===== src/rtl/ccu_snoop_ctrl.sv =====
// rtl/ccu_snoop_ctrl.sv - ACE read coherency controller: snoop broadcast, CD forward or memory fallback.
// Optional CCU_SNOOP_SHARED_EN drives RRESP IsShared/PassDirty from the snoop responses.

module ccu_snoop_ctrl #(
  parameter int NoMstPorts = 4,
  parameter int AddrWidth  = 32,
  parameter int DataWidth  = 64,
  parameter int IdWidth    = 4,
  localparam int SrcW      = (NoMstPorts > 1) ? $clog2(NoMstPorts) : 1
) (
  input  logic                            clk_i,
  input  logic                            rst_i,
  input  logic                            ar_valid_i,
  output logic                            ar_ready_o,
  input  logic [AddrWidth-1:0]            ar_addr_i,
  input  logic [IdWidth-1:0]              ar_id_i,
  input  logic [7:0]                      ar_len_i,
  input  logic [3:0]                      ar_snoop_i,
  input  logic [SrcW-1:0]                 ar_src_i,
  output logic                            r_valid_o,
  input  logic                            r_ready_i,
  output logic [DataWidth-1:0]            r_data_o,
  output logic [IdWidth-1:0]              r_id_o,
  output logic                            r_last_o,
  output logic [3:0]                      r_resp_o,
  output logic                            mem_ar_valid_o,
  input  logic                            mem_ar_ready_i,
  output logic [AddrWidth-1:0]            mem_ar_addr_o,
  output logic [IdWidth-1:0]              mem_ar_id_o,
  output logic [7:0]                      mem_ar_len_o,
  input  logic                            mem_r_valid_i,
  output logic                            mem_r_ready_o,
  input  logic [DataWidth-1:0]            mem_r_data_i,
  input  logic                            mem_r_last_i,
  output logic [NoMstPorts-1:0]           ac_valid_o,
  input  logic [NoMstPorts-1:0]           ac_ready_i,
  output logic [AddrWidth-1:0]            ac_addr_o,
  output logic [3:0]                      ac_snoop_o,
  input  logic [NoMstPorts-1:0]           cr_valid_i,
  output logic [NoMstPorts-1:0]           cr_ready_o,
  input  logic [5*NoMstPorts-1:0]         cr_resp_i,
  input  logic [NoMstPorts-1:0]           cd_valid_i,
  output logic [NoMstPorts-1:0]           cd_ready_o,
  input  logic [DataWidth*NoMstPorts-1:0] cd_data_i,
  input  logic [NoMstPorts-1:0]           cd_last_i
);

  typedef enum logic [2:0] {
    S_IDLE, S_SNOOP, S_FWD_DATA, S_MEM_REQ, S_MEM_DATA
  } state_e;

  state_e                 r_state, w_state_nxt;
  logic [AddrWidth-1:0]   r_addr;
  logic [IdWidth-1:0]     r_id;
  logic [7:0]             r_len;
  logic [3:0]             r_snoop;
  logic [NoMstPorts-1:0]  r_tgt_mask, r_ac_done, r_cr_done, r_dt_mask, r_pd_mask, r_drain_done;
  logic                   r_err, r_shared, r_src_done;
  logic [SrcW-1:0]        r_src_port;

  logic [NoMstPorts-1:0]  w_ar_tgt, w_ac_pend, w_cr_pend, w_ac_hs, w_cr_hs;
  logic [NoMstPorts-1:0]  w_cr_dt, w_cr_err, w_cr_pd, w_cr_shd, w_cr_wu;
  logic [NoMstPorts-1:0]  w_dt_all, w_cr_all, w_src_bit, w_drain_mask, w_drain_rdy, w_drain_last_hs;
  logic [SrcW-1:0]        w_first_dt;
  logic                   w_snoop_done, w_drain_complete, w_src_last_hs, w_mem_last_hs;
  logic                   w_cd_sel_valid, w_cd_sel_last;
  logic [DataWidth-1:0]   w_cd_sel_data;
  logic [1:0]             w_resp_hi;
  logic [3:0]             w_resp;
  logic                   w_unused_ok;

  always_comb begin
    w_cr_dt  = '0;
    w_cr_err = '0;
    w_cr_pd  = '0;
    w_cr_shd = '0;
    w_cr_wu  = '0;
    for (int i = 0; i < NoMstPorts; i++) begin
      w_cr_dt[i]  = cr_resp_i[5*i];
      w_cr_err[i] = cr_resp_i[5*i+1];
      w_cr_pd[i]  = cr_resp_i[5*i+2];
      w_cr_shd[i] = cr_resp_i[5*i+3];
      w_cr_wu[i]  = cr_resp_i[5*i+4];
    end
  end

  // An out-of-range initiator index means nobody is excluded from the snoop.
  always_comb begin
    w_ar_tgt = '1;
    if ({1'b0, ar_src_i} < (SrcW+1)'(NoMstPorts))
      w_ar_tgt[ar_src_i] = 1'b0;
  end

  assign w_ac_pend    = r_tgt_mask & ~r_ac_done;
  assign w_cr_pend    = r_tgt_mask & r_ac_done & ~r_cr_done;
  assign w_ac_hs      = (r_state == S_SNOOP) ? (w_ac_pend & ac_ready_i) : '0;
  assign w_cr_hs      = (r_state == S_SNOOP) ? (w_cr_pend & cr_valid_i) : '0;
  assign w_cr_all     = r_cr_done | w_cr_hs;
  assign w_dt_all     = r_dt_mask | (w_cr_hs & w_cr_dt);
  assign w_snoop_done = ((w_cr_all & r_tgt_mask) == r_tgt_mask);

  always_comb begin
    w_first_dt = '0;
    for (int i = NoMstPorts - 1; i >= 0; i--)
      if (w_dt_all[i]) w_first_dt = SrcW'(i);
  end

  always_comb begin
    w_src_bit = '0;
    w_src_bit[r_src_port] = 1'b1;
  end

  assign w_cd_sel_valid   = cd_valid_i[r_src_port];
  assign w_cd_sel_last    = cd_last_i[r_src_port];
  assign w_cd_sel_data    = cd_data_i[int'(r_src_port)*DataWidth +: DataWidth];
  assign w_drain_mask     = r_dt_mask & ~w_src_bit;
  assign w_drain_rdy      = w_drain_mask & ~r_drain_done;
  assign w_drain_last_hs  = (r_state == S_FWD_DATA) ? (w_drain_rdy & cd_valid_i & cd_last_i) : '0;
  assign w_drain_complete = (((r_drain_done | w_drain_last_hs) & w_drain_mask) == w_drain_mask);
  assign w_src_last_hs    = (r_state == S_FWD_DATA) && !r_src_done && w_cd_sel_valid
                            && r_ready_i && w_cd_sel_last;
  assign w_mem_last_hs    = (r_state == S_MEM_DATA) && mem_r_valid_i && r_ready_i && mem_r_last_i;

`ifdef CCU_SNOOP_SHARED_EN
  assign w_resp_hi = {r_shared, (r_state == S_FWD_DATA) ? r_pd_mask[r_src_port] : 1'b0};
`else
  assign w_resp_hi = 2'b00;
`endif
  assign w_resp      = {w_resp_hi, r_err ? 2'b10 : 2'b00};
  assign w_unused_ok = ^{w_cr_wu, w_cr_pd, w_cr_shd, r_shared, r_pd_mask};

  always_comb begin
    w_state_nxt = r_state;
    case (r_state)
      S_IDLE:     if (ar_valid_i) w_state_nxt = (|w_ar_tgt) ? S_SNOOP : S_MEM_REQ;
      S_SNOOP:    if (w_snoop_done) w_state_nxt = (|w_dt_all) ? S_FWD_DATA : S_MEM_REQ;
      S_FWD_DATA: if ((r_src_done || w_src_last_hs) && w_drain_complete) w_state_nxt = S_IDLE;
      S_MEM_REQ:  if (mem_ar_ready_i) w_state_nxt = S_MEM_DATA;
      S_MEM_DATA: if (w_mem_last_hs) w_state_nxt = S_IDLE;
      default:    w_state_nxt = S_IDLE;
    endcase
  end

  // Outputs are forced low while reset is held so an abort is visible in the same cycle.
  always_comb begin
    ar_ready_o     = 1'b0;
    r_valid_o      = 1'b0;
    r_data_o       = '0;
    r_id_o         = '0;
    r_last_o       = 1'b0;
    r_resp_o       = '0;
    mem_ar_valid_o = 1'b0;
    mem_ar_addr_o  = '0;
    mem_ar_id_o    = '0;
    mem_ar_len_o   = '0;
    mem_r_ready_o  = 1'b0;
    ac_valid_o     = '0;
    ac_addr_o      = '0;
    ac_snoop_o     = '0;
    cr_ready_o     = '0;
    cd_ready_o     = '0;
    if (!rst_i) begin
      case (r_state)
        S_IDLE: ar_ready_o = 1'b1;
        S_SNOOP: begin
          ac_valid_o = w_ac_pend;
          ac_addr_o  = r_addr;
          ac_snoop_o = r_snoop;
          cr_ready_o = w_cr_pend;
        end
        S_FWD_DATA: begin
          r_valid_o  = !r_src_done && w_cd_sel_valid;
          r_data_o   = w_cd_sel_data;
          r_last_o   = w_cd_sel_last;
          r_id_o     = r_id;
          r_resp_o   = w_resp;
          cd_ready_o = w_drain_rdy;
          if (!r_src_done) cd_ready_o[r_src_port] = r_ready_i;
        end
        S_MEM_REQ: begin
          mem_ar_valid_o = 1'b1;
          mem_ar_addr_o  = r_addr;
          mem_ar_id_o    = r_id;
          mem_ar_len_o   = r_len;
        end
        S_MEM_DATA: begin
          r_valid_o     = mem_r_valid_i;
          mem_r_ready_o = r_ready_i;
          r_data_o      = mem_r_data_i;
          r_last_o      = mem_r_last_i;
          r_id_o        = r_id;
          r_resp_o      = w_resp;
        end
        default: ;
      endcase
    end
  end

  always_ff @(posedge clk_i or posedge rst_i) begin
    if (rst_i) begin
      r_state      <= S_IDLE;
      r_addr       <= '0;
      r_id         <= '0;
      r_len        <= '0;
      r_snoop      <= '0;
      r_tgt_mask   <= '0;
      r_ac_done    <= '0;
      r_cr_done    <= '0;
      r_dt_mask    <= '0;
      r_pd_mask    <= '0;
      r_drain_done <= '0;
      r_err        <= 1'b0;
      r_shared     <= 1'b0;
      r_src_done   <= 1'b0;
      r_src_port   <= '0;
    end else begin
      r_state <= w_state_nxt;
      case (r_state)
        S_IDLE: if (ar_valid_i) begin
          r_addr     <= ar_addr_i;
          r_id       <= ar_id_i;
          r_len      <= ar_len_i;
          r_snoop    <= ar_snoop_i;
          r_tgt_mask <= w_ar_tgt;
          r_ac_done  <= '0;
          r_cr_done  <= '0;
          r_dt_mask  <= '0;
          r_pd_mask  <= '0;
          r_err      <= 1'b0;
          r_shared   <= 1'b0;
        end
        S_SNOOP: begin
          r_ac_done <= r_ac_done | w_ac_hs;
          r_cr_done <= w_cr_all;
          r_dt_mask <= w_dt_all;
          r_pd_mask <= r_pd_mask | (w_cr_hs & w_cr_pd);
          r_err     <= r_err | (|(w_cr_hs & w_cr_err));
          r_shared  <= r_shared | (|(w_cr_hs & w_cr_shd));
          if (w_snoop_done) begin
            r_src_port   <= w_first_dt;
            r_src_done   <= 1'b0;
            r_drain_done <= '0;
          end
        end
        S_FWD_DATA: begin
          r_drain_done <= r_drain_done | w_drain_last_hs;
          if (w_src_last_hs) r_src_done <= 1'b1;
        end
        default: ;
      endcase
    end
  end

endmodule


===== config.mk =====
export PLATFORM = sky130hd
export DESIGN_NAME = ccu_snoop_ctrl
export DESIGN_NICKNAME = d
export VERILOG_FILES = /design/src/rtl/ccu_snoop_ctrl.sv
export SDC_FILE = /design/constraint.sdc
export NUM_CORES = 1
export LEC_CHECK = 0
export ABC_AREA = 0
export CORE_AREA = 2 2 229 231
export DETAILED_ROUTE_END_ITERATION = 7
export DIE_AREA = 0 0 231 233
export DONT_BUFFER_PORTS = 1
export RECOVER_POWER = 100
export SYNTH_ARGS = -nofsm -noshare
export SYNTH_HDL_FRONTEND = slang
export SYNTH_SLANG_ARGS = --single-unit

===== constraint.sdc =====
create_clock -name clk_i -period 10.3 [get_ports clk_i]
set_input_delay 2.06 -clock clk_i [delete_from_list [all_inputs] [get_ports clk_i]]
set_output_delay 2.06 -clock clk_i [all_outputs]
set_load 0.02 [all_outputs]

==> flow_summary.toml <==
[critical_path]
crit_type = "in -> out"
slowest_delay_ns = 1.93
arrival_ns = 5.45
crit_chain = "clkinvlp_2, buf_4, and3_1"
start_kind = "input port"
reg2reg_depth = 4
crit_cells = 3
regToRegSetupSlack_ns = 6.16
cp_num_buf_inv = 2
rr_startpoint = "r_state[1]"
endpoint_kind = "output pin"
worstPathMaxFanout = 75
crit_family = "buffers and inverters"
required_ns = 8.24
crit_path_top_delay_cell = "clkinvlp_2"
reg2reg_to = "r_snoop[2]"

[detailed_routing]
dr_wl_met3_um = 6305
drt.antenna.violating_nets = 0
totalWireLength_um = 36860
vias = 5997
wire_per_inst_um = 27.05
remaining_drc_errors = 0
routed.top_layer = "met5"
post_drt_via_cell_ratio = 4.400
met1_length_um = 12370
wl_met2_um = 17230
dr.pass1.iters = 5
drt-initial-drc-count = 369

[pwr]
p_per_area_nw_per_um2 = 244.6
irDropWorstVdd_mv = 0.09987
p_leak_nw = 2.718
power_mw = 1.777

[timing]
hold_viol_final = 0
setup_viol = 0
tns_ns = 0
clock-skew-final_ns = 0.01271
tightest_slew_ns = 3.470
max_slew_margin = -1.313
fmax_ghz = 0.1332
setup_ws_ns = 2.791
timing.hold.ws_ns = 0.4751
period_share = 0.7291
min_period_ns = 7.509
rsz0062_at_grt = "no"
report.final.slew_viol_count = 334

[final_layout]
area_delta_synth_final_pct = 15.04
nets = 1079
drive_above_1_share = 0.1431
reg_top3 = "r_addr: 32 flops, r_len: 8 flops"
top_register = "r_addr"
nFillCells = 5852
final_cells = 1363
largest_reg_flops = 32

[synth]
synth_ff_type = "dfrtp_1"
synth_top_area_share = 0.2973
ys_warn_count = 0
syn_area_per_cell_um2 = 8.806
synth_seq_area_share = 0.2973
post-synth-top-area-cell = "dfrtp_1"
synth_edf_count = 0
ys_ff_latch = 75
synthDistinctLibCells = 49
synthesis.area_um2 = 6314
synth.area.top_cells = "dfrtp_1, mux4_2, nand2_1, a22oi_1, nor2_1"
syn_inst = 717
async_reset_ff_frac = 1.000

[floorplanning]
io_pins = 582
die_h_um = 233
start_util = 0.1236
die_area_um2 = 53820
rows = 83
core-area_um2 = 51090
die_w_um = 231

[placement]
portBuffers = 0
dp_cells = 1335
place.gp.congestion = 0.8506
dp_hpwl_um = 30960
place_ws_ns = 4.545

[clocking]
ctsResizeCount = 0
clock-root-buffer = "clkbuf_16"
htreeDepth = 3
clk-insertion-delay-late_ns = 0.36
cts.reportedPaths.clkPinSlew_ns = 0.06
cts_tree = "yes"
cts_buffers = 9
cts_sinks = 75
postCtsSetupBuffers = 0
clockBufferDepth = 2
ctsHoldBuffers = 0

[global_route]
grt_pass1_vias = 5759
grt.total_usage = 0.1254
overflow = 0
grt_max_degree = 76
grt_first_pass_wirelength_um = 46570
antenna_found_initial = 22

[min_path]
min_from = "r_len[3]"
min_delay_path_depth = 2
worstHoldEndpoint = "r_len[3]"
hp-class = "reg -> reg"

[flow_run]
drv_cap = 8

[outcome]
status = "complete, but fails checks"
violations = "capacitance limit, slew limit"
kinds of logic (layout without fill, tap and decap cells):
kind of cell	count (synthesis)	count (layout)	synth area share
simple gates	383	383	0.2818
buf+inv	78	30	0.05272
flops	75	75	0.2973
other cells	1	15	0.0005940
compound gates	112	112	0.1288
mux	68	68	0.2388
tightest hold or removal path, cell delays in order (launching register included):
cell     delay [ns]
dfrtp_1        0.34
nand2_1        0.05
nand2_1        0.05
routing by layer:
metal  GRT usage  vias to the layer above
met4     0.03407                       22
met2      0.2000                      466
met3     0.09044                       63
met5           0                        -
met1      0.1314                     2946
li1            -                     2500
metrics by stage:
| step | instance area, um2 | util |
|---|---|---|
| after floorplan | 6321 | - |
| after global placement | 6973 | 0.1365 |
| after detailed placement | 6973 | 0.1365 |
| after CTS | 7279 | 0.1425 |
| after global routing | 7253 | 0.1420 |
| final | 7263 | 0.1422 |
worst max-delay path by stage:
stage                from            end  slack, ns
2_1_floorplan       rst_i   ac_addr_o[3]       3.23
3_3_place_gp        rst_i  cd_ready_o[1]       4.56
3_5_place_dp        rst_i  cd_ready_o[1]       4.55
4_1_cts             rst_i  cd_ready_o[1]       4.54
5_1_grt        r_state[1]    r_data_o[6]       2.27
6_report            rst_i  ac_addr_o[10]       2.79
synthesized netlist by cell type, drive strengths merged (2+ instances only):
cell,n
nor3b,3
a22o,2
nor2,94
dfrtp,75
a22oi,66
mux4,66
inv,7
a21oi,7
nor4,2
nand3b,3
o21ai,4
o211ai,2
buf,29
a31oi,17
nand2b,2
nor4b,3
nor2b,3
nand2,161
and2,52
a41oi,2
a32oi,3
nand3,3
nor3,4
or2,2
and3,44
clkbuf,42
and4b,2
final cells by class:
class	instances	area [um2]	area share
multi-input cells	566	4119	0.5671
repair buffers	7	45.04	0.006202
inverters	7	27.53	0.003790
well taps	680	850.8	0.1171
flip-flops and latches	75	1884	0.2594
clock inverters	7	81.33	0.01120
diodes	12	30.03	0.004134
clock buffers	9	225.2	0.03101
layout by cell type (no fill, tap or decap), drive strengths merged, types with 4 or more instances in the layout:
cell type,count
nand2,161
and3,44
a22oi,66
inv,10
buf,5
dfrtp,75
a21oi,7
nor3,4
diode,12
mux4,66
and2,52
nor2,94
a31oi,17
o21ai,4
clkbuf,11
where the power goes:
| part | switching, mW | total, mW | internal (mW) | leakage, nW |
|---|---|---|---|---|
| clock network | 0.155 | 0.328 | 0.173 | 0.150 |
| registers | 0.183 | 0.606 | 0.422 | 0.929 |
| logic | 0.468 | 0.843 | 0.375 | 1.64 |
| total | 0.806 | 1.78 | 0.970 | 2.72 |
Power figures use the tool's default switching activity.
